==> src/rtl/ps2_host_tx.sv <==
// PS/2 host-to-device transmitter: inhibit, request-to-send, 8 data bits, odd parity, stop, device ACK.
// One byte in flight; tx_valid outside IDLE is dropped; exactly one done/ack_err/timeout pulse per accepted byte.
module ps2_host_tx #(
   parameter int INHIBIT_CYCLES = 10000,
   parameter int TIMEOUT_CYCLES = 2000000
) (
   input  logic       clk,
   input  logic       rstn,
   input  logic [7:0] tx_data,
   input  logic       tx_valid,
   output logic       tx_ready,
   input  logic       ps2_clk_i,
   input  logic       ps2_data_i,
   output logic       ps2_clk_oe,
   output logic       ps2_data_oe,
   output logic       busy,
   output logic       done,
   output logic       ack_err,
   output logic       timeout
);
   localparam int MAX_CNT = (INHIBIT_CYCLES > TIMEOUT_CYCLES) ? INHIBIT_CYCLES : TIMEOUT_CYCLES;
   localparam int CW = $clog2(MAX_CNT + 1);
   localparam logic [CW-1:0] INH_LAST = CW'(INHIBIT_CYCLES - 1);
   localparam logic [CW-1:0] INH_PRE  = CW'(INHIBIT_CYCLES - 2);
   localparam logic [CW-1:0] TO_LAST  = CW'(TIMEOUT_CYCLES - 1);

   typedef enum logic [2:0] {
      S_IDLE, S_INHIBIT, S_REQ, S_SEND, S_ACK, S_WAIT_IDLE
   } state_t;

   state_t        r_state, w_state_nxt;
   logic [CW-1:0] r_cnt, w_cnt_nxt;
   logic [3:0]    r_bit, w_bit_nxt;
   logic [7:0]    r_data, w_data_nxt;
   logic          r_par, w_par_nxt;
   logic          r_ack_bad, w_ack_bad_nxt;
   logic          r_clk_oe, w_clk_oe_nxt;
   logic          r_data_oe, w_data_oe_nxt;
   logic          r_done, w_done_nxt;
   logic          r_ack_err, w_ack_err_nxt;
   logic          r_timeout, w_timeout_nxt;
   logic          r_clk_s1, r_clk_s2, r_clk_d;
   logic          r_dat_s1, r_dat_s2;
   logic          w_fall;
   logic          w_timed;

   // Sync flops reset to 1 (idle bus) so release from reset never looks like an edge.
   always_ff @(posedge clk or negedge rstn) begin
      if (!rstn) begin
         r_clk_s1 <= 1'b1;
         r_clk_s2 <= 1'b1;
         r_clk_d  <= 1'b1;
         r_dat_s1 <= 1'b1;
         r_dat_s2 <= 1'b1;
      end else begin
         r_clk_s1 <= ps2_clk_i;
         r_clk_s2 <= r_clk_s1;
         r_clk_d  <= r_clk_s2;
         r_dat_s1 <= ps2_data_i;
         r_dat_s2 <= r_dat_s1;
      end
   end

   assign w_fall  = r_clk_d & ~r_clk_s2;
   assign w_timed = (r_state == S_REQ) || (r_state == S_SEND) ||
                    (r_state == S_ACK) || (r_state == S_WAIT_IDLE);

   always_comb begin
      w_state_nxt   = r_state;
      w_cnt_nxt     = r_cnt;
      w_bit_nxt     = r_bit;
      w_data_nxt    = r_data;
      w_par_nxt     = r_par;
      w_ack_bad_nxt = r_ack_bad;
      w_clk_oe_nxt  = r_clk_oe;
      w_data_oe_nxt = r_data_oe;
      w_done_nxt    = 1'b0;
      w_ack_err_nxt = 1'b0;
      w_timeout_nxt = 1'b0;

      case (r_state)
         S_IDLE: begin
            if (tx_valid) begin
               w_state_nxt   = S_INHIBIT;
               w_cnt_nxt     = '0;
               w_data_nxt    = tx_data;
               w_par_nxt     = ~^tx_data;
               w_clk_oe_nxt  = 1'b1;
               w_data_oe_nxt = (INHIBIT_CYCLES <= 1);
            end
         end
         S_INHIBIT: begin
            w_cnt_nxt = r_cnt + CW'(1);
            // Outputs are registered: raise the start bit one cycle early so it is low during the last inhibit cycle.
            if (r_cnt == INH_PRE) w_data_oe_nxt = 1'b1;
            if (r_cnt == INH_LAST) begin
               w_state_nxt   = S_REQ;
               w_cnt_nxt     = '0;
               w_clk_oe_nxt  = 1'b0;
               w_data_oe_nxt = 1'b1;
            end
         end
         S_REQ: begin
            w_cnt_nxt   = r_cnt + CW'(1);
            w_bit_nxt   = '0;
            w_state_nxt = S_SEND;
         end
         S_SEND: begin
            w_cnt_nxt = r_cnt + CW'(1);
            if (w_fall) begin
               w_bit_nxt = r_bit + 4'd1;
               if (r_bit < 4'd8) begin
                  w_data_oe_nxt = ~r_data[r_bit[2:0]];
               end else if (r_bit == 4'd8) begin
                  w_data_oe_nxt = ~r_par;
               end else begin
                  w_data_oe_nxt = 1'b0;
                  w_state_nxt   = S_ACK;
               end
            end
         end
         S_ACK: begin
            w_cnt_nxt = r_cnt + CW'(1);
            if (w_fall) begin
               w_ack_bad_nxt = r_dat_s2;
               w_state_nxt   = S_WAIT_IDLE;
            end
         end
         S_WAIT_IDLE: begin
            w_cnt_nxt = r_cnt + CW'(1);
            if (r_clk_s2 && r_dat_s2) begin
               w_done_nxt    = ~r_ack_bad;
               w_ack_err_nxt = r_ack_bad;
               w_state_nxt   = S_IDLE;
               w_cnt_nxt     = '0;
            end
         end
         default: w_state_nxt = S_IDLE;
      endcase

      // Timeout overrides whatever the state decoded this cycle, including an edge.
      if (w_timed && (r_cnt == TO_LAST)) begin
         w_state_nxt   = S_IDLE;
         w_cnt_nxt     = '0;
         w_clk_oe_nxt  = 1'b0;
         w_data_oe_nxt = 1'b0;
         w_done_nxt    = 1'b0;
         w_ack_err_nxt = 1'b0;
         w_timeout_nxt = 1'b1;
      end
   end

   always_ff @(posedge clk or negedge rstn) begin
      if (!rstn) begin
         r_state   <= S_IDLE;
         r_cnt     <= '0;
         r_bit     <= '0;
         r_data    <= '0;
         r_par     <= 1'b0;
         r_ack_bad <= 1'b0;
         r_clk_oe  <= 1'b0;
         r_data_oe <= 1'b0;
         r_done    <= 1'b0;
         r_ack_err <= 1'b0;
         r_timeout <= 1'b0;
      end else begin
         r_state   <= w_state_nxt;
         r_cnt     <= w_cnt_nxt;
         r_bit     <= w_bit_nxt;
         r_data    <= w_data_nxt;
         r_par     <= w_par_nxt;
         r_ack_bad <= w_ack_bad_nxt;
         r_clk_oe  <= w_clk_oe_nxt;
         r_data_oe <= w_data_oe_nxt;
         r_done    <= w_done_nxt;
         r_ack_err <= w_ack_err_nxt;
         r_timeout <= w_timeout_nxt;
      end
   end

   assign tx_ready    = (r_state == S_IDLE);
   assign busy        = (r_state != S_IDLE);
   assign ps2_clk_oe  = r_clk_oe;
   assign ps2_data_oe = r_data_oe;
   assign done        = r_done;
   assign ack_err     = r_ack_err;
   assign timeout     = r_timeout;

endmodule

==> config.mk <==
export PLATFORM = sky130hd
export DESIGN_NAME = ps2_host_tx
export DESIGN_NICKNAME = d
export VERILOG_FILES = /design/src/rtl/ps2_host_tx.sv
export SDC_FILE = /design/constraint.sdc
export NUM_CORES = 1
export LEC_CHECK = 0
export CORE_MARGIN = 2
export CORE_UTILIZATION = 58
export CTS_CLUSTER_SIZE = 20
export DETAILED_ROUTE_END_ITERATION = 8
export PLACE_DENSITY = 0.81
export RECOVER_POWER = 25
export SETUP_SLACK_MARGIN = 0.4
export SLEW_MARGIN = 25
export SYNTH_ARGS = -nofsm -noshare
export SYNTH_HDL_FRONTEND = slang
export SYNTH_SLANG_ARGS = --single-unit
export TNS_END_PERCENT = 5
==> constraint.sdc <==
create_clock -name clk -period 2.5 [get_ports clk]
set_input_delay 0.625 -clock clk [delete_from_list [all_inputs] [get_ports clk]]
set_output_delay 0.625 -clock clk [all_outputs]
set_load 0.01 [all_outputs]
# --- Yosys cells after proc, flatten, opt, wreduce, memory -nomap -nowiden ---
# Index checks and enable logic that the tools add are counted.
word_totals:
  reg_bits: 48
  latchBits: 0
  ram_bits: 0
  mem_bits_ro: 0
  out_inout_bits: 7
  elab_cells: 100
  n_memories: 0
classes:
  addsub: 2
  n_mul: 0
  div: 0
  order_cmp: 2
  n_eq_ne: 18
  shifts: 0
  n_mux: 37
  bitwise_logic: 5
  n_reduce_logical: 20
ops:
  columns: ["operator", "n"]
  rows:
  - ["$mux 21", 4]
  - ["$pmux 21 s4", 1]
  - ["$eq 21x14->1 const B", 2]
  - ["$mux 3", 8]
  - ["$add 21x1->21 const B", 1]
  - ["$eq 21x21->1 const B", 1]
  - ["$mux 1", 18]
  - ["$pmux 3 s6", 1]
  - ["$ne 3x2->1 const B", 5]
  - ["$pmux 4 s2", 1]
  - ["$reduce_and 2->1", 4]
  - ["$reduce_xnor 8->1", 1]
  - ["$reduce_and 7->1", 1]
  - ["$eq 3x2->1 const B", 2]
  - ["$eq 3x3->1 const B", 2]
  - ["$reduce_bool 3->1", 2]
  - ["$reduce_bool 5->1", 1]
  - ["$add 4x1->4 const B", 1]
  - ["$eq 4x4->1 const B", 1]
  - ["$lt 3x4->1 const B", 1]
  - ["$lt 4x4->1 const B", 1]
  - ["$mux 4", 1]
  - ["$ne 4x4->1 const B", 1]
  - ["$not 1->1", 4]
  - ["other kinds (16)", 19]

# --- Depth between registers and ports, before layout ---
# Gate-level depths: netlist of the first run.
logic_depth:
  word_depth: 7
  ltp_mapped: 7
  mapped_depth_nobuf: 7

# --- Least setup slack after synthesis of the first run ---
# OpenSTA, ideal clock, no wires.
synth_path:
  path_type: "flip-flop to flip-flop"
  start: "register r_cnt[7]"
  end: "register r_cnt[10]"
  setup_time_ns: 0.126
  arrival_time_ns: 2.034
  path_slack_ns: 0.340
  path_stages_with_launch: 7
  n_path_buf: 1
  cell_sequence: "dfrtp_1 > or4b_4 > nor4_4 > a22oi_2 > nor3_4 > buf_6 > a21oi_1"
synth_between:
  elab_chain_len: 4
  elab_cells_between_ends: 11
  cone_classes: "add/sub: 1; eq/ne: 3; mux: 4; reduce/logical: 3"
synth_lines:
  columns: ["item", "line", "rtl"]
  rows:
  - ["start: declaration", "32", "logic [CW-1:0] r_cnt, w_cnt_nxt;"]
  - ["start signal: assignment", "168", "r_cnt <= w_cnt_nxt;"]
  - ["$add 21x1->21 (tied with other cells)", null, null]
  - ["$mux 21 (tied with other cells)", "131", "if (r_clk_s2 && r_dat_s2) begin"]
  - ["$pmux 21 s4 (tied with other cells)", "81", "case (r_state)"]
  - ["$mux 21 / $reduce_and 2->1 (equally long branches)", null, null]
# Parallel ways exist; a longest one is shown, timed or not.
# A chain may end at the register's enable or synchronous reset.

# --- Worst setup path in the final report of the first run ---
layout_path:
  start: "register r_cnt[12]"
  end: "register r_cnt[2]"
layout_between:
  elab_chain_len: 4
  elab_cells_between_ends: 9
  cone_classes: "eq/ne: 3; mux: 3; reduce/logical: 3"
layout_lines:
  columns: ["item", "line"]
  rows:
  - ["$eq 21x14->1 / $eq 21x21->1 (equally long branches)", "96, 142"]
  - ["$mux 21 / $logic_and 1x1->1 (equally long branches)", "96, 142"]
  - ["$pmux 21 s4 (tied with other cells)", "81"]
  - ["$mux 21 / $reduce_and 2->1 (equally long branches)", null]
# Parallel ways exist; a longest one is shown, timed or not.

==> results of run 1 <==
registers in the layout, summed over array words and instances (netlist names), 3 cells and up:
register,cells
r_cnt,21
r_data,8
r_bit,4
r_state,3
logic make-up (layout without fill, tap and decap cells):
kind of cell,Yosys count,in the layout
AO/OA/AOI/OAI,55,55
flip-flops,48,48
buffers and inverters,21,70
multiplexers,13,13
AND/OR/NAND/NOR,103,103
XOR/XNOR,16,16
adder cells (fa/ha/maj),4,4
layout make-up:
type	count	area (um2)
Multi-Input combinational cell	191	1360
Sequential cell	48	1210
Fill cell	284	1070
Timing Repair Buffer	50	469
Clock buffer	6	72.6
Tap cell	52	65.1
Clock inverter	2	60.1
Inverter	12	45.0
per-stage QoR:
step | instance area, um2 | TNS [ns] | setup slack [ns] | util (%) | total power, mW
after floorplan | 2620 | 0 | 0.392 | - | 1.35
after global placement | 2920 | 0 | 0.0746 | 67.1 | 1.51
after detailed placement | 2920 | -0.00544 | -0.00544 | 67.1 | 1.54
after CTS | 3090 | 0 | 0.163 | 70.9 | 2.19
after global routing | 3280 | 0 | 0.255 | 75.4 | 2.30
final | 3280 | 0 | 0.324 | 75.4 | 2.19
worst reg2reg max path: cells and delay by family, from the launching register on:
| kind | cells | cell delay (ns) |
|---|---|---|
| AO/OA/AOI/OAI | 3 | 0.45 |
| buffers and inverters | 2 | 0.30 |
| AND/OR/NAND/NOR | 2 | 0.89 |
| flip-flops | 1 | 0.41 |
cells in the final DEF, fill, tap and decap left out, types with 3 or more instances in the layout:
cell type,netlist,final
inv_1,11,11
buf_6,1,5
clkdlybuf4s50_1,0,15
o22ai_1,5,5
dfrtp_2,0,3
mux2_2,11,11
xnor2_1,16,16
o21ai_0,19,19
nor3_1,12,10
nor2_1,22,21
ha_1,4,4
nand4_1,4,4
nand2_1,17,17
buf_4,1,24
nand3_1,13,13
dfstp_2,5,4
clkbuf_8,0,5
a21oi_1,9,8
o32ai_1,5,5
dfrtp_1,43,40
power groups by stage:
stage	clock (mW)	sequential (mW)	combinational [mW]
after floorplan	0	1.05	0.293
after global placement	0	1.06	0.453
after detailed placement	0	1.07	0.469
after CTS	0.670	1.05	0.471
after global routing	0.700	1.08	0.525
final	0.664	1.05	0.475
layer usage:
metal	wire, um	global-route usage, %	vias to the layer above	part of all wire, %
met2	3110	39.5	72	51
li1	-	-	1043	-
met4	175	9.43	0	2.9
met1	2540	28.5	1102	42
met3	275	6.13	18	4.5
met5	0	0	-	0
worst paths after layout:
| kind | start | end | slack (ns) | cells after the start |
|---|---|---|---|---|
| max | r_cnt[12] | r_cnt[2] | 0.32 | 7 |
| min | r_dat_s1 | r_dat_s2 | 0.36 | 0 |
| max reg2reg | r_cnt[12] | r_cnt[2] | 0.32 | 7 |
| min reg2reg | r_dat_s1 | r_dat_s2 | 0.36 | 0 |
| max in group asynchronous | rstn | r_cnt[10] | 1.51 | 2 |
| min in group asynchronous | rstn | r_data[3] | 0.38 | 1 |
timing repair:
| item | CTS | global route |
|---|---|---|
| gates cloned | 0 | 1 |
| resized for setup | 0 | 17 |
| pin swaps | 1 | 3 |
| setup endpoints to repair | 23 | 26 |
| buffers inserted | 4 | 14 |
| hold buffers | 0 | 0 |
==> metrics, run 1 <==
status=completed; Post-synth EDFFs=0; clock share of power=30.3%; vias in the first global route=2113; Flop pwr share=48.0%; clock slew at reported path FFs=0.09 ns; total number of vias=2235; Inserted Diodes=0; final hold vios=0; Initial Util=60.0%; mux cell area share after synthesis=6.47%; internal power=1.58 mW; Setup-failing EPs final=0; synthesized netlist cell count=260; drt drc=0; Max-cap violations=0; CP Data Required Time=2.67 ns; die area=5060 um2; Avg Cell Area, Syn=10.0 um2; number of synthesis warnings=0; Synth area leader=dfrtp_1; hold_ws=0.360 ns; Initial DRC Count=193; startpoint class of the critical path=flop; proportion of power drawn by combinational gates=21.7%; crit path cell chain=or4b_4 > nor4_4 > a22oi_2 > buf_4 > buf_4 > o21ai_0 > o22ai_1; XOR/XNOR Fraction of Synth Area=5.36%; CTS tree=built; vias per inst=6.19; largest fanout on the critical path=3; CP max stage delay=0.57 ns; ranking of synthesized cells by area=dfrtp_1 (41%), xnor2_1 (5.4%), dfstp_2 (5.0%); clk_skew=0.0115 ns; GPL Wtd Cong=0.877; post-synth top area share=41.2%; post-synthesis compound-gate area fraction=13.5%; final worst-path cycle share=87.0%; final HPWL from detailed placement=3.85 mm; Max-slew headroom=49.4%; arrival time at the worst endpoint=2.35 ns; # placed instances=334; Max rail drop VDD=0.410 mV; TritonCTS Buffers=5; Net Sw Frac=28.0%; CP delay by family, top=simple AND/OR/NAND/NOR gates; synthesized net count=277; port buffer count=19; Net Switching=614 uW; Max Clk Rate=460 MHz; Non-Filler Instances=361; number of I/O pins=20; Critical Path Most Common Cell=buf_4; Synth Area in Simple Gates=23.0%; hold crit path type=reg -> reg; Overall Global Routing Usage=23.4%; pin count of the biggest net entering global routing=37; count of different cell masters after synthesis=59; Pwr Density=667 nW/um2; Crit-path slowest cell=or4b_4; drt wl/cell=16.9 um; Synth Area in Adders=1.92%; Placeable Area=4350 um2; first-pass GRT wire length=9.43 mm; mapped cell area=2610 um2; fin crit period=2.18 ns; iteration count of the initial detailed-routing pass=4; ys flop type=dfrtp_1; Async SR Flop Fraction=100%; count leader, synth=dfrtp_1; most frequent cells after synthesis=dfrtp_1 (43), nor2_1 (22), o21ai_0 (19); nets@finish=325; Yosys reg bits=48; critical path endpoint category=flop; clk sinks=48; layout cells sized above 1=26.9%; grt total ovfl=0; Rows=24; worst skew pair latency=0.30 ns; Slew Viols, Final=0; critical path class=reg -> reg; RSZ-0062 raised after global routing=true; Seq/Total Area, Yosys=46.2%; Max Root-Sink Buffers=2; main combinational cell family by area after synthesis=simple AND/OR/NAND/NOR gates; measured slew at the worst slew-check pin=0.760 ns; worst path bufs/invs=2; WL final=6.10 mm; initial antenna violation count=0; die width=71.1 um; htree depth=2; Root Driver=clkbuf_8; Die H=71.1 um; Layout area overhead=25.6%; Antenna Nets Post-Route=0; leakage power figure=1.36 nW
No activity file was read; power rests on OpenSTA's default activity.
==> run 2: changes to the inputs <==
--- a/config.mk
+++ b/config.mk
@@ -9,6 +9,7 @@
 export CORE_UTILIZATION = 58
 export CTS_CLUSTER_SIZE = 20
 export DETAILED_ROUTE_END_ITERATION = 8
+export HOLD_SLACK_MARGIN = 0.06
 export PLACE_DENSITY = 0.81
 export RECOVER_POWER = 25
 export SETUP_SLACK_MARGIN = 0.4
==> results of run 2 <==
No change in the layout: final DEF, timing and power equal those of run 1.
